[src/rtl/fpu_exec_ctrl_pkg.sv]
// ---------------------------------------------------------------------------
// fpu_pkg
// Shared definitions for the FP execute controller that sits around the
// combinational FALU in the EX stage.
//   - FALU operation codes (4-bit Operation field)
//   - controller FSM state encoding
//   - bit positions of {exc, ovf, unf} inside 3-bit flag vectors
//   - default hold latencies and counter width
//   - isLegalOp(): helper to decide whether an op code maps to a FALU op
// ---------------------------------------------------------------------------
package fpu_pkg;

  localparam logic [3:0] OP_ADD = 4'd0;
  localparam logic [3:0] OP_SUB = 4'd1;
  localparam logic [3:0] OP_MUL = 4'd2;
  localparam logic [3:0] OP_DIV = 4'd3;

  localparam int FLAG_EXC = 2;
  localparam int FLAG_OVF = 1;
  localparam int FLAG_UNF = 0;

  localparam int LAT_ADD_DEF = 2;
  localparam int LAT_MUL_DEF = 3;
  localparam int LAT_DIV_DEF = 8;
  localparam int CNT_W_DEF   = 4;

  typedef enum logic [1:0] {
    S_IDLE = 2'd0,
    S_EXEC = 2'd1,
    S_DONE = 2'd2
  } state_t;

  // Only the four arithmetic codes are driven into the FALU; anything else
  // would make it float its outputs.
  function automatic logic isLegalOp(input logic [3:0] op);
    return (op == OP_ADD) || (op == OP_SUB) || (op == OP_MUL) || (op == OP_DIV);
  endfunction

endpackage

[src/rtl/fpu_exec_ctrl_if.sv]
// ---------------------------------------------------------------------------
// fpu_exec_ctrl_if
// Bundles every non-clock signal of the FP execute controller.
//   Upstream (ID/EX) : flush, in_valid, in_ready, in_op, in_a, in_b, in_rd
//   FALU side        : falu_a, falu_b, falu_op, falu_result, falu_exc,
//                      falu_ovf, falu_unf
//   Downstream (MEM) : out_valid, out_ready, out_result, out_rd, out_flags
//   Status           : fflags_clr, fflags, busy
// Modports:
//   slave  - the controller itself
//   master - the surrounding pipeline / FALU (or a testbench)
// ---------------------------------------------------------------------------
interface fpu_exec_ctrl_if;

  logic        flush;
  logic        in_valid;
  logic        in_ready;
  logic [3:0]  in_op;
  logic [31:0] in_a;
  logic [31:0] in_b;
  logic [4:0]  in_rd;

  logic [31:0] falu_a;
  logic [31:0] falu_b;
  logic [3:0]  falu_op;
  logic [31:0] falu_result;
  logic        falu_exc;
  logic        falu_ovf;
  logic        falu_unf;

  logic        out_valid;
  logic        out_ready;
  logic [31:0] out_result;
  logic [4:0]  out_rd;
  logic [2:0]  out_flags;

  logic        fflags_clr;
  logic [2:0]  fflags;
  logic        busy;

  modport slave (
    input  flush, in_valid, in_op, in_a, in_b, in_rd,
    input  falu_result, falu_exc, falu_ovf, falu_unf,
    input  out_ready, fflags_clr,
    output in_ready, falu_a, falu_b, falu_op,
    output out_valid, out_result, out_rd, out_flags,
    output fflags, busy
  );

  modport master (
    output flush, in_valid, in_op, in_a, in_b, in_rd,
    output falu_result, falu_exc, falu_ovf, falu_unf,
    output out_ready, fflags_clr,
    input  in_ready, falu_a, falu_b, falu_op,
    input  out_valid, out_result, out_rd, out_flags,
    input  fflags, busy
  );

endinterface

[src/rtl/fpu_exec_ctrl_op_latency.sv]
// ---------------------------------------------------------------------------
// fpu_op_latency
// Combinational map from a FALU op code to the counter preload used by the
// execute controller (hold latency minus one), plus an illegal-op flag.
// Ports:
//   i_op       in  4      op code from ID/EX
//   o_preload  out CNT_W  value loaded into the hold counter on accept
//   o_illegal  out 1      op code does not map to a FALU operation
// ---------------------------------------------------------------------------
module fpu_op_latency
  import fpu_pkg::*;
#(
  parameter int LAT_ADD = LAT_ADD_DEF,
  parameter int LAT_MUL = LAT_MUL_DEF,
  parameter int LAT_DIV = LAT_DIV_DEF,
  parameter int CNT_W   = CNT_W_DEF
) (
  input  logic [3:0]       i_op,
  output logic [CNT_W-1:0] o_preload,
  output logic             o_illegal
);

  // The counter reaches zero on the last hold cycle, so it starts at LAT-1.
  always_comb begin
    o_preload = '0;
    o_illegal = !isLegalOp(i_op);
    case (i_op)
      OP_ADD,
      OP_SUB:  o_preload = CNT_W'(LAT_ADD - 1);
      OP_MUL:  o_preload = CNT_W'(LAT_MUL - 1);
      OP_DIV:  o_preload = CNT_W'(LAT_DIV - 1);
      default: o_preload = '0;
    endcase
  end

endmodule

[src/rtl/fpu_exec_ctrl.sv]
// ---------------------------------------------------------------------------
// fpu_exec_ctrl
// Multi-cycle issue/retire controller wrapped around the combinational FALU.
// Accepts one FP op at a time, holds the FALU operands stable for an
// op-dependent number of cycles, captures the result and flags, hands the
// result downstream over valid/ready and accumulates sticky fflags.
// Ports:
//   CLK    in  1  rising-edge clock
//   RESET  in  1  synchronous active-high reset
//   bus    slave modport of fpu_exec_ctrl_if (handshakes, FALU, flags)
// ---------------------------------------------------------------------------
module fpu_exec_ctrl
  import fpu_pkg::*;
#(
  parameter int LAT_ADD = LAT_ADD_DEF,
  parameter int LAT_MUL = LAT_MUL_DEF,
  parameter int LAT_DIV = LAT_DIV_DEF,
  parameter int CNT_W   = CNT_W_DEF
) (
  input logic             CLK,
  input logic             RESET,
  fpu_exec_ctrl_if.slave  bus
);

  state_t           r_state;
  state_t           w_stateNext;
  logic [CNT_W-1:0] r_cnt;
  logic [CNT_W-1:0] w_cntNext;
  logic [31:0]      r_faluA;
  logic [31:0]      w_faluANext;
  logic [31:0]      r_faluB;
  logic [31:0]      w_faluBNext;
  logic [3:0]       r_faluOp;
  logic [3:0]       w_faluOpNext;
  logic [31:0]      r_result;
  logic [31:0]      w_resultNext;
  logic [4:0]       r_rd;
  logic [4:0]       w_rdNext;
  logic [2:0]       r_flags;
  logic [2:0]       w_flagsNext;
  logic [2:0]       r_fflags;
  logic [2:0]       w_fflagsNext;

  logic [CNT_W-1:0] w_preload;
  logic             w_illegal;
  logic             w_inReady;
  logic             w_accept;
  logic [2:0]       w_faluFlags;

  fpu_op_latency #(
    .LAT_ADD (LAT_ADD),
    .LAT_MUL (LAT_MUL),
    .LAT_DIV (LAT_DIV),
    .CNT_W   (CNT_W)
  ) u_opLatency (
    .i_op      (bus.in_op),
    .o_preload (w_preload),
    .o_illegal (w_illegal)
  );

  // A flush in the same cycle blocks the accept, so flush always wins.
  assign w_inReady = (r_state == S_IDLE) && !bus.flush;
  assign w_accept  = bus.in_valid && w_inReady;

  always_comb begin
    w_faluFlags           = '0;
    w_faluFlags[FLAG_EXC] = bus.falu_exc;
    w_faluFlags[FLAG_OVF] = bus.falu_ovf;
    w_faluFlags[FLAG_UNF] = bus.falu_unf;
  end

  // Next-state and datapath update. The FALU outputs are only looked at on
  // the capture edge (EXEC with counter at zero); in every other state they
  // may be floating. The sticky-flag clear is applied before OR-ing in any
  // newly captured flags, so a clear and a capture together keep the new ones.
  always_comb begin
    w_stateNext  = r_state;
    w_cntNext    = r_cnt;
    w_faluANext  = r_faluA;
    w_faluBNext  = r_faluB;
    w_faluOpNext = r_faluOp;
    w_resultNext = r_result;
    w_rdNext     = r_rd;
    w_flagsNext  = r_flags;
    w_fflagsNext = bus.fflags_clr ? 3'b000 : r_fflags;

    case (r_state)
      S_IDLE: begin
        if (w_accept) begin
          w_rdNext = bus.in_rd;
          if (w_illegal) begin
            w_resultNext           = '0;
            w_flagsNext            = '0;
            w_flagsNext[FLAG_EXC]  = 1'b1;
            w_fflagsNext[FLAG_EXC] = 1'b1;
            w_stateNext            = S_DONE;
          end else begin
            w_faluANext  = bus.in_a;
            w_faluBNext  = bus.in_b;
            w_faluOpNext = bus.in_op;
            w_cntNext    = w_preload;
            w_stateNext  = S_EXEC;
          end
        end
      end

      S_EXEC: begin
        if (bus.flush) begin
          w_cntNext   = '0;
          w_stateNext = S_IDLE;
        end else if (r_cnt == '0) begin
          w_resultNext = bus.falu_result;
          w_flagsNext  = w_faluFlags;
          w_fflagsNext = w_fflagsNext | w_faluFlags;
          w_stateNext  = S_DONE;
        end else begin
          w_cntNext = r_cnt - CNT_W'(1);
        end
      end

      S_DONE: begin
        if (bus.flush || bus.out_ready) begin
          w_stateNext = S_IDLE;
        end
      end

      default: begin
        w_cntNext   = '0;
        w_stateNext = S_IDLE;
      end
    endcase
  end

  // State and datapath registers with synchronous reset; a reset mid-op
  // simply discards whatever was in flight.
  always_ff @(posedge CLK) begin
    if (RESET) begin
      r_state  <= S_IDLE;
      r_cnt    <= '0;
      r_faluA  <= '0;
      r_faluB  <= '0;
      r_faluOp <= '0;
      r_result <= '0;
      r_rd     <= '0;
      r_flags  <= '0;
      r_fflags <= '0;
    end else begin
      r_state  <= w_stateNext;
      r_cnt    <= w_cntNext;
      r_faluA  <= w_faluANext;
      r_faluB  <= w_faluBNext;
      r_faluOp <= w_faluOpNext;
      r_result <= w_resultNext;
      r_rd     <= w_rdNext;
      r_flags  <= w_flagsNext;
      r_fflags <= w_fflagsNext;
    end
  end

  assign bus.in_ready   = w_inReady;
  assign bus.falu_a     = r_faluA;
  assign bus.falu_b     = r_faluB;
  assign bus.falu_op    = r_faluOp;
  assign bus.out_valid  = (r_state == S_DONE);
  assign bus.out_result = r_result;
  assign bus.out_rd     = r_rd;
  assign bus.out_flags  = r_flags;
  assign bus.fflags     = r_fflags;
  assign bus.busy       = (r_state != S_IDLE);

endmodule
[src/flat_wrapper.sv]
// flat-port wrapper written by rule: the top's interface ports become plain ports
module fpu_exec_ctrl_flat import fpu_pkg::*;
#(
  parameter int LAT_ADD = LAT_ADD_DEF,
  parameter int LAT_MUL = LAT_MUL_DEF,
  parameter int LAT_DIV = LAT_DIV_DEF,
  parameter int CNT_W   = CNT_W_DEF
)
  (CLK, RESET, bus_flush, bus_in_valid, bus_in_op, bus_in_a, bus_in_b, bus_in_rd, bus_falu_result, bus_falu_exc, bus_falu_ovf, bus_falu_unf, bus_out_ready, bus_fflags_clr, bus_in_ready, bus_falu_a, bus_falu_b, bus_falu_op, bus_out_valid, bus_out_result, bus_out_rd, bus_out_flags, bus_fflags, bus_busy);
  fpu_exec_ctrl_if bus_i ();
  input logic CLK;
  input logic RESET;
  input wire logic [$bits(bus_i.flush)-1:0] bus_flush;
  input wire logic [$bits(bus_i.in_valid)-1:0] bus_in_valid;
  input wire logic [$bits(bus_i.in_op)-1:0] bus_in_op;
  input wire logic [$bits(bus_i.in_a)-1:0] bus_in_a;
  input wire logic [$bits(bus_i.in_b)-1:0] bus_in_b;
  input wire logic [$bits(bus_i.in_rd)-1:0] bus_in_rd;
  input wire logic [$bits(bus_i.falu_result)-1:0] bus_falu_result;
  input wire logic [$bits(bus_i.falu_exc)-1:0] bus_falu_exc;
  input wire logic [$bits(bus_i.falu_ovf)-1:0] bus_falu_ovf;
  input wire logic [$bits(bus_i.falu_unf)-1:0] bus_falu_unf;
  input wire logic [$bits(bus_i.out_ready)-1:0] bus_out_ready;
  input wire logic [$bits(bus_i.fflags_clr)-1:0] bus_fflags_clr;
  output wire logic [$bits(bus_i.in_ready)-1:0] bus_in_ready;
  output wire logic [$bits(bus_i.falu_a)-1:0] bus_falu_a;
  output wire logic [$bits(bus_i.falu_b)-1:0] bus_falu_b;
  output wire logic [$bits(bus_i.falu_op)-1:0] bus_falu_op;
  output wire logic [$bits(bus_i.out_valid)-1:0] bus_out_valid;
  output wire logic [$bits(bus_i.out_result)-1:0] bus_out_result;
  output wire logic [$bits(bus_i.out_rd)-1:0] bus_out_rd;
  output wire logic [$bits(bus_i.out_flags)-1:0] bus_out_flags;
  output wire logic [$bits(bus_i.fflags)-1:0] bus_fflags;
  output wire logic [$bits(bus_i.busy)-1:0] bus_busy;
  assign bus_i.flush = bus_flush;
  assign bus_i.in_valid = bus_in_valid;
  assign bus_i.in_op = bus_in_op;
  assign bus_i.in_a = bus_in_a;
  assign bus_i.in_b = bus_in_b;
  assign bus_i.in_rd = bus_in_rd;
  assign bus_i.falu_result = bus_falu_result;
  assign bus_i.falu_exc = bus_falu_exc;
  assign bus_i.falu_ovf = bus_falu_ovf;
  assign bus_i.falu_unf = bus_falu_unf;
  assign bus_i.out_ready = bus_out_ready;
  assign bus_i.fflags_clr = bus_fflags_clr;
  assign bus_in_ready = bus_i.in_ready;
  assign bus_falu_a = bus_i.falu_a;
  assign bus_falu_b = bus_i.falu_b;
  assign bus_falu_op = bus_i.falu_op;
  assign bus_out_valid = bus_i.out_valid;
  assign bus_out_result = bus_i.out_result;
  assign bus_out_rd = bus_i.out_rd;
  assign bus_out_flags = bus_i.out_flags;
  assign bus_fflags = bus_i.fflags;
  assign bus_busy = bus_i.busy;
  fpu_exec_ctrl #(.LAT_ADD(LAT_ADD), .LAT_MUL(LAT_MUL), .LAT_DIV(LAT_DIV), .CNT_W(CNT_W)) u_core (.CLK(CLK), .RESET(RESET), .bus(bus_i));
endmodule
[config.mk]
export PLATFORM = sky130hd
export DESIGN_NAME = fpu_exec_ctrl_flat
export DESIGN_NICKNAME = d
export VERILOG_FILES = /design/src/rtl/fpu_exec_ctrl_pkg.sv /design/src/rtl/fpu_exec_ctrl_if.sv /design/src/rtl/fpu_exec_ctrl_op_latency.sv /design/src/rtl/fpu_exec_ctrl.sv /design/src/flat_wrapper.sv
export SDC_FILE = /design/constraint.sdc
export NUM_CORES = 1
export LEC_CHECK = 0
export BUFFER_PORTS_ARGS = -buffer_cell sky130_fd_sc_hd__buf_2
export CAP_MARGIN = 25
export CORE_ASPECT_RATIO = 2
export CORE_MARGIN = 5
export CORE_UTILIZATION = 41
export DETAILED_ROUTE_END_ITERATION = 8
export GPL_TIMING_DRIVEN = 0
export PLACE_DENSITY = 0.8
export SYNTH_ARGS = -nofsm -noshare
export SYNTH_HDL_FRONTEND = slang
export SYNTH_SLANG_ARGS = --single-unit
[constraint.sdc]
create_clock -name CLK -period 2.2 [get_ports CLK]
set_input_delay 0.11 -clock CLK [delete_from_list [all_inputs] [get_ports CLK]]
set_output_delay 0.11 -clock CLK [all_outputs]
set_load 0.01 [all_outputs]
# Word-level counts from Yosys, hierarchy flattened
# Cells that the tools add are included.
[op_classes]
n_reduce_logical = 18
n_mux = 29
n_eq_ne = 13
addsub = 1
bitwise = 2
[ops]
columns = ["cell", "count"]
rows = [
  ["32-bit 2-to-1 mux", 4],
  ["32-bit one-hot mux with 2 select lines", 1],
  ["3-bit 2-to-1 mux", 7],
  ["4-bit 2-to-1 mux", 4],
  ["2-bit 2-to-1 mux", 6],
  ["4-bit one-hot mux with 3 select lines", 1],
  ["3-bit one-hot mux with 3 select lines", 1],
  ["4-bit by 2-bit equality test with 1-bit output, second input constant", 2],
  ["4-bit logical NOT", 2],
  ["2-bit by 1-bit inequality test with 1-bit output, second input constant", 3],
  ["2-bit inequality test, second input constant", 3],
  ["2-bit one-hot mux with 3 select lines", 1],
  ["3-bit one-hot mux with 2 select lines", 1],
  ["3-bit AND reduction", 2],
  ["5-bit AND reduction", 1],
  ["4-bit by 1-bit equality test with 1-bit output, second input constant", 1],
  ["1-bit logical OR", 4],
  ["4-bit AND reduction", 1],
  ["2-bit nonzero test", 2],
  ["4-bit by 1-bit subtractor with 4-bit output, second input constant", 1],
  ["3-bit by 2-bit inequality test with 1-bit output, second input constant", 1],
  ["3-bit inequality test, second input constant", 1],
  ["3-bit OR", 1],
  ["2-bit by 1-bit equality test with 1-bit output, second input constant", 1],
  ["9 further kinds", 11],
]
[word_totals]
input_bits = 114
reg_bits = 117
output_inout_bits = 114
wordCells = 72

# Depth between registers and ports, before layout
[depth]
ltp_word = 7
ltp_mapped = 9

# Modules after synthesis
# Synthesis repeated with hierarchy kept, for this count alone.
[unflattened]
cells_unflattened = 539
area_unflattened_um2 = 4653.2
[modules_own_cells]
columns = ["mod", "seq_area_each_um2", "area_each_um2", "cells_each", "n_inst"]
rows = [
  ["fpu_exec_ctrl", 2342.2, 4601.9, 532, 1],
  ["fpu_op_latency", 0.0, 51.3, 7, 1],
]

# Worst setup path after synthesis
# Ideal clock, no wire load.
[synth_path]
kind = "register to register"
start = "reg u_core.r_cnt[0]"
end = "reg u_core.r_result[23], in the netlist u_core.bus.out_result[23]"
stages_incl_launch_ff = 10
arrival_ns = 1.988
period_less_slack_ns = 2.104
slack_ns = 0.096
t_required_ns = 2.084
path_buffers = 3
cell_sequence = "dfxtp_1 inv_1 ha_1 or3b_1 buf_2 mux2_4 or2_1 buf_2 buf_6 a31o_1"
[synth_via]
elab_chain_cells = 3
[synth_rtl]
columns = ["element", "line_no", "text"]
rows = [
  ["start, declared", "fpu_exec_ctrl.sv:27", "logic [CNT_W-1:0] r_cnt;"],
  ["start signal, assigned", "fpu_exec_ctrl.sv:149", "r_cnt <= w_cntNext;"],
  ["4-bit logical NOT", "fpu_exec_ctrl.sv:111", "end else if (r_cnt == '0) begin"],
  ["2-bit by 1-bit inequality test with 1-bit output (no line)", "n/a", ""],
  ["5-bit AND reduction (no line)", "n/a", ""],
  ["end signal, assigned", "fpu_exec_ctrl.sv:153", "r_result <= w_resultNext;"],
  ["end, declared", "fpu_exec_ctrl.sv:35", "logic [31:0] r_result;"],
]
# No other way between the ends.
# A chain may end at the register's enable or synchronous reset.

# Final worst setup path
[layout_path]
start = "reg u_core.r_cnt[0]"
end = "reg u_core.r_result[14], in the netlist u_core.bus.out_result[14]"
# The elaborated chain is that of the path after synthesis.

==> reports/results.txt <==
The CTS clock-pin slew for the worst setup and hold paths is 0.05 ns. Cell taking the most area after synthesis: dfxtp_1. The run gives 23.52% as the total track usage. The share of the Yosys chip area taken by registers is 52.20%. The logs give 0 for the antenna violation net count after detailed routing and 0 for the count of unresolved DRC violations after routing.

Yosys mapped a number of flops with a built-in enable equal to 0. The wire length per cell after detailed routing was 15.27 um. The final count of hold timing violations is 0. The number of nets handed over by synthesis was 659. For this run, the leading register cell type out of synthesis is dfxtp_1. The tools report the final-layout worst hold slack as 0.02642 ns. The clock tree synthesis step divided the H-tree into 4 levels. The mean number of vias per cell came out at 4.958.

The proportion of register bits with asynchronous set or reset after synthesis is 0%, and the slew at the pin closest to its max-slew limit is 0.6015 ns. For the number of slew-limit violations in the final report, the log shows 0. The clock period could shrink to 2.134 ns.

In this run the register-to-register setup slack is 0.07 ns. The vertical extent of the die was 157.9 um. The number of different library cells used by synthesis comes to 37. 228 I/O pins were placed. The run gives 25.00 mm as the first-pass GRT wire length. The total routed wirelength is 15.51 mm, and the post-route clock skew is 0.008507 ns.

The worst endpoint required time was 2.50 ns; the data arrival at the endpoint of the critical path was 2.43 ns. In this run the standard cell core region covers 0.01081 sq mm. The cell at the root of the clock tree is clkbuf_16. Derived from the worst setup path, the maximum achievable clock frequency is 0.4685 GHz. The number of clock buffers inserted by TritonCTS was 17; the aggregate global routing overflow was 0. For the final worst setup slack, the log shows 0.06573 ns. In the final layout, flip-flops and latches occupy 0.002345 sq mm. The synthesized design devotes to its leading area cell type 52.20% of total area. The number of instances in the synthesized netlist was 543; the width of the die was 83.97 um.

For the initial antenna violation count, the log shows 0. Nature of the critical path startpoint: a flop. The floorplan step defined a die boundary enclosing 0.01326 sq mm.

For this block, the initial DRC count from the detailed router was 259. The clock insertion delay at the later pin of the skew report was 0.41 ns. The setup path with the least slack is of type flop to flop.

The flow ran to the end, and the final reports show no timing, DRC or antenna violations. Headroom to the max-slew limit came out at 59.75%. Setup violations remaining at the end of the flow were counted as 0. Period utilization: 97.01%. The floorplan has 54 rows. Detailed routing inserted a total of 5037 vias. The total standard cell area after synthesis came out at 0.004487 sq mm. The post-synthesis area per instance works out to 8.263 sq um.

At the end of the flow, the number of nets in the layout was 980. The tools report the post-place setup slack as -0.3892 ns. The tools report the critical path startpoint as u_core.r_cnt[0]. The overall power after layout is 5.254 mW, and the maximum buffer depth of the clock tree is 2. In the layout the commonest cells are 233 x buf_2, 169 x nand2_1, 115 x dfxtp_1, 74 x dlygate4sd3_1, 70 x a21oi_1.

The number of synthesized register bits is 117, and the count of filler cells inserted in the layout is 870. Setup repair after global routing left no endpoint under its margin. The initial utilization of the core area, before any placement, comes to 41.50%.

The tools report the endpoint of the most critical setup path as u_core.bus.out_result[14]. Across the VDD grid, the largest voltage drop is 0.0005577 V. Measured in cells, the most critical reg-to-reg path has a length of 8. The number of antenna diodes in the final layout is 0. The run gives 10.63 mm as the HPWL after detailed placement. Max-cap violations in this run came to 0. The endpoint identified for the worst register-to-register timing path is u_core.bus.out_result[14]. Input and output buffers added on the ports amount to 226. The run gives 0.8422 as the routability-driven placement congestion ratio.

The number of global-route vias before repair is 5257. In this run the worst hold path is classified as input port to flop. The clock net in this run drives a total of 117 sinks. For the static leakage, the log shows 3.201 nW. The source of the worst register-to-register timing path was u_core.r_cnt[0]. Along the worst path, the maximum fanout reaches 10.

In the post-synthesis netlist, the biggest area contributors are dfxtp_1 52%, nand2_1 14%, a21oi_1 7.8%. The layout overhead on the synthesized area was 59.34%. The run gives 0.001936 sq mm as the total area of multi-input combinational cells.

For this design the ratio of total power to cell area is 734.9 mW/mm^2. The Yosys step of the flow raised 0 warnings. Entering global routing, the biggest net connects 17 pins. The element type at the critical path end was a flop. The most common library cell in the layout ignoring fill and taps is buf_2. First-pass iteration count of the detailed router: 4. TritonCTS built the clock tree. Of the cells placed in the final design, the portion with a size suffix greater than 1 is 32.99%.
through the flow:
step / util [%] / cells / setup TNS, ns / instance area [sq um]
after detailed placement: 53.59 / 909 / -6.783 / 5793
after CTS: 65.79 / 1016 / 0 / 7112
after floorplan: - / 543 / 0 / 4487
final: 66.13 / 1016 / 0 / 7149
after global placement: 53.59 / 909 / -5.571 / 5793
after global routing: 66.13 / 1016 / 0 / 7149
power breakdown:
group	switching, mW	leakage, nW	total [mW]	internal, mW
Clock	0.936	0.264	2.53	1.59
Combinational	0.272	1.99	0.543	0.271
Sequential	0.0256	0.946	2.19	2.16
synthesized netlist by cell type, types with 2 or more instances:
master / n
clkbuf_1: 30
o221ai_1: 3
mux2i_1: 6
o311a_1: 2
nand2b_1: 3
a31oi_1: 2
nand2_1: 170
or2_1: 3
and3_1: 3
a21oi_1: 70
nor2_1: 14
dfxtp_1: 117
nor3_1: 35
buf_1: 5
or3b_1: 2
a31o_1: 34
nor2b_1: 2
o21ai_1: 2
buf_6: 3
ha_1: 2
inv_1: 7
o21ai_0: 4
buf_2: 9
nor3b_1: 2
final cells by class:
type / instances / share of cell area (%)
well taps: 140 / 2.450
repair buffers: 304 / 26.60
inverters: 7 / 0.3675
multi-input cells: 372 / 27.07
clock inverters: 10 / 1.155
clock buffers: 21 / 6.440
plain buffers: 45 / 3.115
flip-flops and latches: 117 / 32.80
per-layer routing:
metal  share of wire (%)  global-route usage, %
met1                  35                  22.88
met2                  55                  45.54
met5                   0                      0
met4                 2.6                  9.969
met3                 7.2                  6.771
critical path: stages, from the launching register on:
cell     delay, ns
dfxtp_2       0.34
inv_2         0.06
ha_2          0.17
or3b_1        0.34
buf_4         0.16
mux2_4        0.31
or2_4         0.29
buf_8         0.15
a31o_1        0.22
flip-flops by register name, indices dropped and copies added, names as in the netlist:
| name | flops |
|---|---|
| u_core.bus.falu_a | 32 |
| u_core.bus.falu_b | 32 |
| u_core.bus.out_result | 32 |
| u_core.bus.out_rd | 5 |
| u_core.bus.falu_op | 4 |
| u_core.r_cnt | 4 |
| u_core.bus.fflags | 3 |
| u_core.bus.out_flags | 3 |
| u_core.r_state | 2 |
what timing repair did:
item	4_1_cts	5_1_grt
buffers inserted	3	1
hold endpoints to repair	74	0
pin swaps	2	2
gates resized for setup	5	18
hold buffers	74	0
endpoints found under the setup margin	90	44
worst min-delay path by stage:
stage                                    from                   endpoint  slack [ns]  cells past startpoint
after global routing           bus_fflags_clr       u_core.bus.fflags[2]        0.05                      3
after global placement           bus_in_rd[0]       u_core.bus.out_rd[0]        0.34                      3
after CTS                      bus_fflags_clr       u_core.bus.fflags[0]        0.01                      3
after floorplan           bus_falu_result[31]  u_core.bus.out_result[31]        0.24                      2
final                          bus_fflags_clr       u_core.bus.fflags[0]        0.03                      3
after detailed placement         bus_in_rd[1]       u_core.bus.out_rd[1]        0.35                      3
cells by family (layout without fill, tap and decap cells):
family          Yosys count  in the layout  share of synthesized area [%]
flops                   117            117                          52.20
simple gates            239            239                          22.50
fa+ha+maj                 2              2                         0.5576
compound gates          124            124                          17.79
mux                       7              7                          1.673
buf+inv                  54            387                          5.271
No activity file was read; power rests on OpenSTA's default activity.
